`src/rtl/div_arbiter.sv`:
```
// rtl/div_arbiter.sv - two-port round-robin arbiter in front of a shared divider
// Optional watchdog on the divider response: define DIV_ARB_TMO_EN.
module div_arbiter #(
  parameter int W          = 10,
  parameter int TMO_CYCLES = 64
) (
  input  logic         clk,
  input  logic         sclr,
  input  logic         req0,
  input  logic         req1,
  input  logic [W-1:0] a0,
  input  logic [W-1:0] b0,
  input  logic [W-1:0] a1,
  input  logic [W-1:0] b1,
  output logic         ack0,
  output logic         ack1,
  output logic [W-1:0] q_out,
  output logic         dvz_out,
  output logic         ovf_out,
  output logic         err_out,
  output logic         div_start,
  output logic [W-1:0] div_A,
  output logic [W-1:0] div_B,
  input  logic         div_busy,
  input  logic         div_valid,
  input  logic         div_dvz,
  input  logic         div_ovf,
  input  logic [W-1:0] div_Q,
  output logic         grant,
  output logic         busy
);

  typedef enum logic [1:0] {IDLE, ISSUE, WAIT, RESP} state_t;

  state_t state, state_nx;
  logic   prio;
  logic   win;
  logic   tmo_hit;
  logic   unused_busy;

  // The handshake is driven purely by div_valid; busy is informational only.
  assign unused_busy = div_busy;

  assign win       = (req0 && req1) ? prio : req1;
  assign ack0      = (state == RESP) && !grant;
  assign ack1      = (state == RESP) && grant;
  assign busy      = (state != IDLE);
  assign div_start = (state == ISSUE) && (div_B != '0);

  always_comb begin
    state_nx = state;
    case (state)
      IDLE:    if (req0 || req1) state_nx = ISSUE;
      ISSUE:   state_nx = (div_B == '0) ? RESP : WAIT;
      WAIT:    if (div_valid || tmo_hit) state_nx = RESP;
      RESP:    state_nx = IDLE;
      default: state_nx = IDLE;
    endcase
  end

  always_ff @(posedge clk) begin
    if (!sclr) begin
      state   <= IDLE;
      prio    <= 1'b0;
      grant   <= 1'b0;
      div_A   <= '0;
      div_B   <= '0;
      q_out   <= '0;
      dvz_out <= 1'b0;
      ovf_out <= 1'b0;
    end else begin
      state <= state_nx;
      case (state)
        IDLE: begin
          if (req0 || req1) begin
            grant <= win;
            div_A <= win ? a1 : a0;
            div_B <= win ? b1 : b0;
          end
        end
        ISSUE: begin
          if (div_B == '0) begin
            q_out   <= '1;
            dvz_out <= 1'b1;
            ovf_out <= 1'b0;
          end
        end
        WAIT: begin
          if (div_valid) begin
            q_out   <= div_Q;
            dvz_out <= div_dvz;
            ovf_out <= div_ovf;
          end else if (tmo_hit) begin
            q_out   <= '0;
            dvz_out <= 1'b0;
            ovf_out <= 1'b0;
          end
        end
        RESP:    prio <= ~grant;
        default: ;
      endcase
    end
  end

`ifdef DIV_ARB_TMO_EN
  localparam int CW = $clog2(TMO_CYCLES + 1);
  logic [CW-1:0] wd_cnt;

  // The counter value equals the number of WAIT cycles already completed.
  assign tmo_hit = (state == WAIT) && !div_valid && (wd_cnt == CW'(TMO_CYCLES - 1));

  always_ff @(posedge clk) begin
    if (!sclr) begin
      wd_cnt  <= '0;
      err_out <= 1'b0;
    end else begin
      wd_cnt <= (state == WAIT && state_nx == WAIT) ? wd_cnt + 1'b1 : '0;
      if (state != RESP && state_nx == RESP) err_out <= tmo_hit;
    end
  end
`else
  logic [31:0] unused_cfg;

  assign unused_cfg = 32'(TMO_CYCLES);
  assign tmo_hit    = 1'b0;
  assign err_out    = 1'b0;
`endif

endmodule
```
`config.mk`:
```
export PLATFORM = sky130hd
export DESIGN_NAME = div_arbiter
export DESIGN_NICKNAME = d
export VERILOG_FILES = /design/src/rtl/div_arbiter.sv
export SDC_FILE = /design/constraint.sdc
export NUM_CORES = 1
export LEC_CHECK = 0
export CAP_MARGIN = 10
export CORE_MARGIN = 4
export CORE_UTILIZATION = 30
export CTS_CLUSTER_DIAMETER = 60
export CTS_CLUSTER_SIZE = 16
export DETAILED_ROUTE_END_ITERATION = 6
export PLACE_DENSITY = 0.71
export SETUP_SLACK_MARGIN = 0.3
export SLEW_MARGIN = 20
export SYNTH_ARGS = -nofsm -noshare
export SYNTH_HDL_FRONTEND = slang
export SYNTH_SLANG_ARGS = --single-unit
```
`constraint.sdc`:
```
create_clock -name clk -period 2.3 [get_ports clk]
set_clock_uncertainty 0.15 [all_clocks]
set_input_delay 0.345 -clock clk [delete_from_list [all_inputs] [get_ports clk]]
set_output_delay 0.345 -clock clk [all_outputs]
set_load 0.05 [all_outputs]
```
======== Word level (Yosys, flattened, before mapping) ========
Cells that the tools add are included.
operators by class
  magnitude comparators ................... 0
  multiplexer cells ....................... 16
  reductions and logical operators ........ 14
  add/sub/neg operators ................... 0
  divide/modulo/power cells ............... 0
  bitwise logic cells ..................... 1
  shifts and indexed selects .............. 0
  eq/ne operators ......................... 6
  multipliers ............................. 0
operator list
  cell                  number
  $mux W10              4
  $pmux W10 S2          1
  $logic_not A10 Y1     1
  $reduce_bool A10 Y1   1
  $pmux W2 S4           1
  $mux W1               6
  $eq A2 B2 Y1 const B  2
  $logic_and A1 B1 Y1   4
  $mux W2               2
  $ne A2 B2 Y1 const B  2
  $pmux W1 S2           2
  $reduce_and A2 Y1     2
  $reduce_bool A2 Y1    2
  $reduce_and A3 Y1     1
  $eq A2 B1 Y1 const B  1
  $logic_not A2 Y1      1
  $ne A2 B1 Y1 const B  1
  $logic_not A1 Y1      1
  $logic_or A1 B1 Y1    1
  $not A1 Y1            1
word-level totals
  bits in writable memories ............... 0
  memories kept ........................... 0
  input bits .............................. 58
  register bits after elaboration ......... 36
  bits in latches ......................... 0
  output and inout port bits .............. 38
  memory bits (read-only) ................. 0
  logic and storage cells ................. 45

======== Depth between registers and ports, before layout ========
  depth after elaboration ................. 3
  mapped depth ............................ 7
  gate-level depth less buffers ........... 6

======== Worst setup path before layout ========
No wires, ideal clock.
  path type ............................... register -> register
  start point ............................. register div_B[6]
  end point ............................... register q_out[0]
  cell stages (with the launch flop) ...... 6
  library setup time ...................... 0.072 ns
  data required time ...................... 2.078 ns
  period minus slack after synthesis ...... 2.495 ns
  arrival ................................. 2.273 ns
  slack ................................... -0.195 ns
  path buffers ............................ 1
  cell sequence ........................... dfxtp_1 > or4_4 > o31a_1 > a211oi_4 > buf_6 > mux2i_1
between the ends
  cells in the longest elaborated chain, start to end .. 3
ends and longest elaborated chain
  what                         RTL line  RTL
  from (decl)                  23        output logic [W-1:0] div_B,
  from (signal assigned)       78        div_B <= win ? b1 : b0;
  $logic_not A10 Y1            82        if (div_B == '0) begin
  $ne A2 B1 Y1 (no line)       n/a
  $reduce_and A3 Y1 (no line)  n/a
  to (signal assigned)         90        q_out <= div_Q;
  to (decl)                    17        output logic [W-1:0] q_out,
No other way between the ends.
A chain may end at the register's enable or synchronous reset.

======== Worst setup path after layout ========
  start point ............................. register div_B[6]
  end point ............................... output port div_start
between the ends
  cells in the longest elaborated chain, start to end .. 2
ends and longest elaborated chain
  what                 RTL line  RTL
  $reduce_bool A10 Y1  48        assign div_start = (state == ISSUE) && (div_B != '0);
  $logic_and A1 B1 Y1  48
  to (decl)            21        output logic div_start,
No other way between the ends.

==> summary.md <==
| Metric | Value |
|---|---|
| Outcome | completed |
| Initial antenna violation count | 0 |
| Synth unique cells | 27 |
| Vias | 1584 |
| Die ar. | 6850 sq um |
| Syn Std Cell Area | approximately 1700 sq um |
| Final slew viol count | 0 |
| Die X | ~83 um |
| Io pins | 96 |
| Nets@finish | between 300 and 400 |
| Final Hold Violating Endpoints | 0 |
| Drt drc | 0 |
| Congestion Overflow GR | 0 |
| Starting Density | a little under a third |
| Worst path arrival time | ~1700 ps |
| Slowest stage delay, CP | about 530 ps |
| Vias in the first global route | roughly 1400 |
| Max-Cap Viols | 0 |
| Row count | 26 |
| F_max | 465 MHz |
| Largest net degree at the start of global routing | 31 |
| Number of fill cells | 505 |
| Period utilization | 93.5% |
| H-tree depth | 2 |
| FF+latch area | ~730 sq um |
| Largest fanout on the critical path | 2 |
| YS warnings | 0 |
| Rel. slew slack | approximately 52% |
| Share of cells above drive strength 1 | 11.9% |
| Setup violators final | 0 |
| Multi-input gate area | ~880 sq um |
| Startpoint Class | flop |
| Worst Path Class, Setup | flop to output port |
| TritonRoute pass-1 iters | 4 |
| GRT Total Usage | 12.6% |
| Final setup TNS | 0 ps |
| Clock sink total | 36 |
| Post-synthesis sequential area ratio | 43.0% |
| CP Cell Sequence | or4_4, o31a_4, buf_8 |
| Crit path max-delay family | simple AND/OR/NAND/NOR gates |
| Worst hold path depth | 2 |
| Worst slack at placement | 275 ps |
| Peak VDD IR | around 560 uV |
| Slew @ Worst Pin | about 700 ps |
| Crit end category | output port |
| Reg2Reg Depth | 6 |
| Fin crit period | between 2000 and 2500 ps |
| Remaining antenna violation count | 0 |
| Worst hold path class | flop to flop |
| R2R Path Start | div_B[6]$_SDFFE_PN0P_ |
| DR WL/cell | approximately 12 um |
| Flop2flop setup slack | about 150 ps |
| Static leakage | ~0.0012 uW |
| Vias per cell | about 4.6 |
| Routed WL | approximately 4300 um |
| Die Span Y | 82.8 um |
| Placer Congestion | around 0.74 |
| End of the worst hold path | q_out[2]$_SDFFE_PN0P_ |
| Required time worst endpoint | between 1500 and 2000 ps |
| TritonCTS clock tree | built |
| Pwr per Cell Area | around 1400 nW/um^2 |
| WP buf/inv | 1 |
| Bufs on Longest Clock Path | 2 |
| Mapped Cells | 183 |
| Latest clock arrival within the worst-skew pair | 290 ps |
| Syn-to-layout area delta | 70.3% |
| Reg clk slew, reported paths | 80 ps |
| Worst Min Path Start | q_out[2]$_SDFFE_PN0P_ |
| Dpl hpwl | between 3000 and 4000 um |
| Initial DRC count | 42 |
| Number of synthesized register bits | 36 |
| First-pass GRT wire length | ~6600 um |
| Slowest cell on crit path | or4_4 |
| Reg2reg end | q_out[1]$_SDFFE_PN0P_ |
| Avg Synthesized Cell Area | 9.17 sq um |
| RSZ-0062 raised after global routing | true |
| Core area | roughly 5300 sq um |
| IO Port Bufs | 93 |
| Worst Slack Setup Final | around 150 ps |
| Ant diodes | 0 |
| CTS Root Buffer Type | clkbuf_8 |
| Clock buffer count from CTS | 5 |
| Syn nets | 245 |
-- kinds of logic after synthesis --
| kind of cell | share of synthesized area [%] |
|---|---|
| AO/OA/AOI/OAI | 16.6 |
| adder cells (fa/ha/maj) | 2.98 |
| buffers and inverters | 5.67 |
| flip-flops | 43.0 |
| multiplexers | 19.7 |
| other | 0.223 |
| AND/OR/NAND/NOR | 11.9 |
-- state kept, by name (all words and copies together) (netlist names) --
name / cells
div_A: 10
div_B: 10
q_out: 10
state: 2
dvz_out: 1
grant: 1
ovf_out: 1
prio: 1
-- through the flow --
stage	instances	cell area (sq um)	power, uW	util, %	hold slack [ps]
6_report	347	2860	3920	54.2	308
5_1_grt	347	2860	4170	54.2	325
4_1_cts	347	2850	3980	54.1	310
3_5_place_dp	337	2720	3380	51.5	296
3_3_place_gp	337	2720	3350	51.5	292
2_1_floorplan	183	1700	2630	-	325
-- where the power goes --
| part | internal [uW] | switching [uW] |
|---|---|---|
| Combinational | 936 | 1440 |
| Sequential | 864 | 128 |
| Clock | 321 | 226 |
-- layer usage --
metal	track usage [%]	up-vias	part of all wire, %
met1	15.1	683	41
li1	-	825	-
met2	19.7	70	44
met4	4.90	0	1.3
met5	0	-	0
met3	5.51	6	14
-- cells in the final DEF (no fill, tap or decap), drive strengths merged, types with 3 or more instances in the layout --
| cell | n |
|---|---|
| nor2 | 24 |
| clkbuf | 5 |
| mux2i | 33 |
| buf | 11 |
| dfxtp | 36 |
| a211oi | 21 |
| clkdlybuf4s50 | 86 |
| dlymetal6s2s | 3 |
| ha | 4 |
| nand2 | 13 |
| inv | 8 |
| o21ai | 15 |
-- worst min-delay path: stages, from the launching register on --
cell	delay [ps]
dfxtp_1	310
nand2_1	50
mux2i_1	50
-- what timing repair did --
item	4_1_cts	5_1_grt
hold buffers	0	0
endpoints found under the hold margin	0	0
pin swaps	1	0
buffers inserted	2	0
resized for setup	2	3
setup endpoints to repair	13	16
-- worst max path at each step --
| stage | end | start | depth (start not counted) | slack, ps |
|---|---|---|---|---|
| 2_1_floorplan | q_out[0]$_SDFFE_PN0P_ | div_B[0]$_SDFFE_PN0P_ | 5 | 100 |
| 3_3_place_gp | q_out[2]$_SDFFE_PN0P_ | div_B[0]$_SDFFE_PN0P_ | 5 | 310 |
| 3_5_place_dp | q_out[1]$_SDFFE_PN0P_ | div_B[0]$_SDFFE_PN0P_ | 5 | 270 |
| 4_1_cts | div_start | div_B[6]$_SDFFE_PN0P_ | 3 | 130 |
| 5_1_grt | q_out[1]$_SDFFE_PN0P_ | div_B[6]$_SDFFE_PN0P_ | 6 | 70 |
| 6_report | div_start | div_B[6]$_SDFFE_PN0P_ | 3 | 150 |
-- area by class of cell --
| class | count | share of cell area [%] |
|---|---|---|
| Clock inverter | 3 | 1.49 |
| Sequential cell | 36 | 25.7 |
| Clock buffer | 5 | 2.41 |
| Timing Repair Buffer | 100 | 35.5 |
| Tap cell | 70 | 3.06 |
| Multi-Input combinational cell | 125 | 30.8 |
| Inverter | 8 | 1.05 |
-- cells in the mapped netlist (all sizes together) --
master	count	share of area [%]
a211oi	21	10
a21o	1	0.45
a21oi	2	0.60
and2	2	0.75
buf	4	1.6
clkbuf	10	2.2
conb	1	0.22
dfxtp	36	43
ha	4	3.0
inv	8	1.8
mux2i	33	20
nand2	13	2.9
nand3	1	0.30
nor2	24	5.4
nor2b	2	0.75
nor4	1	0.37
o21ai	15	4.5
o22ai	1	0.37
o31a	1	0.52
or2	1	0.37
or4	2	1.1
(Power assumes the default switching activity.)
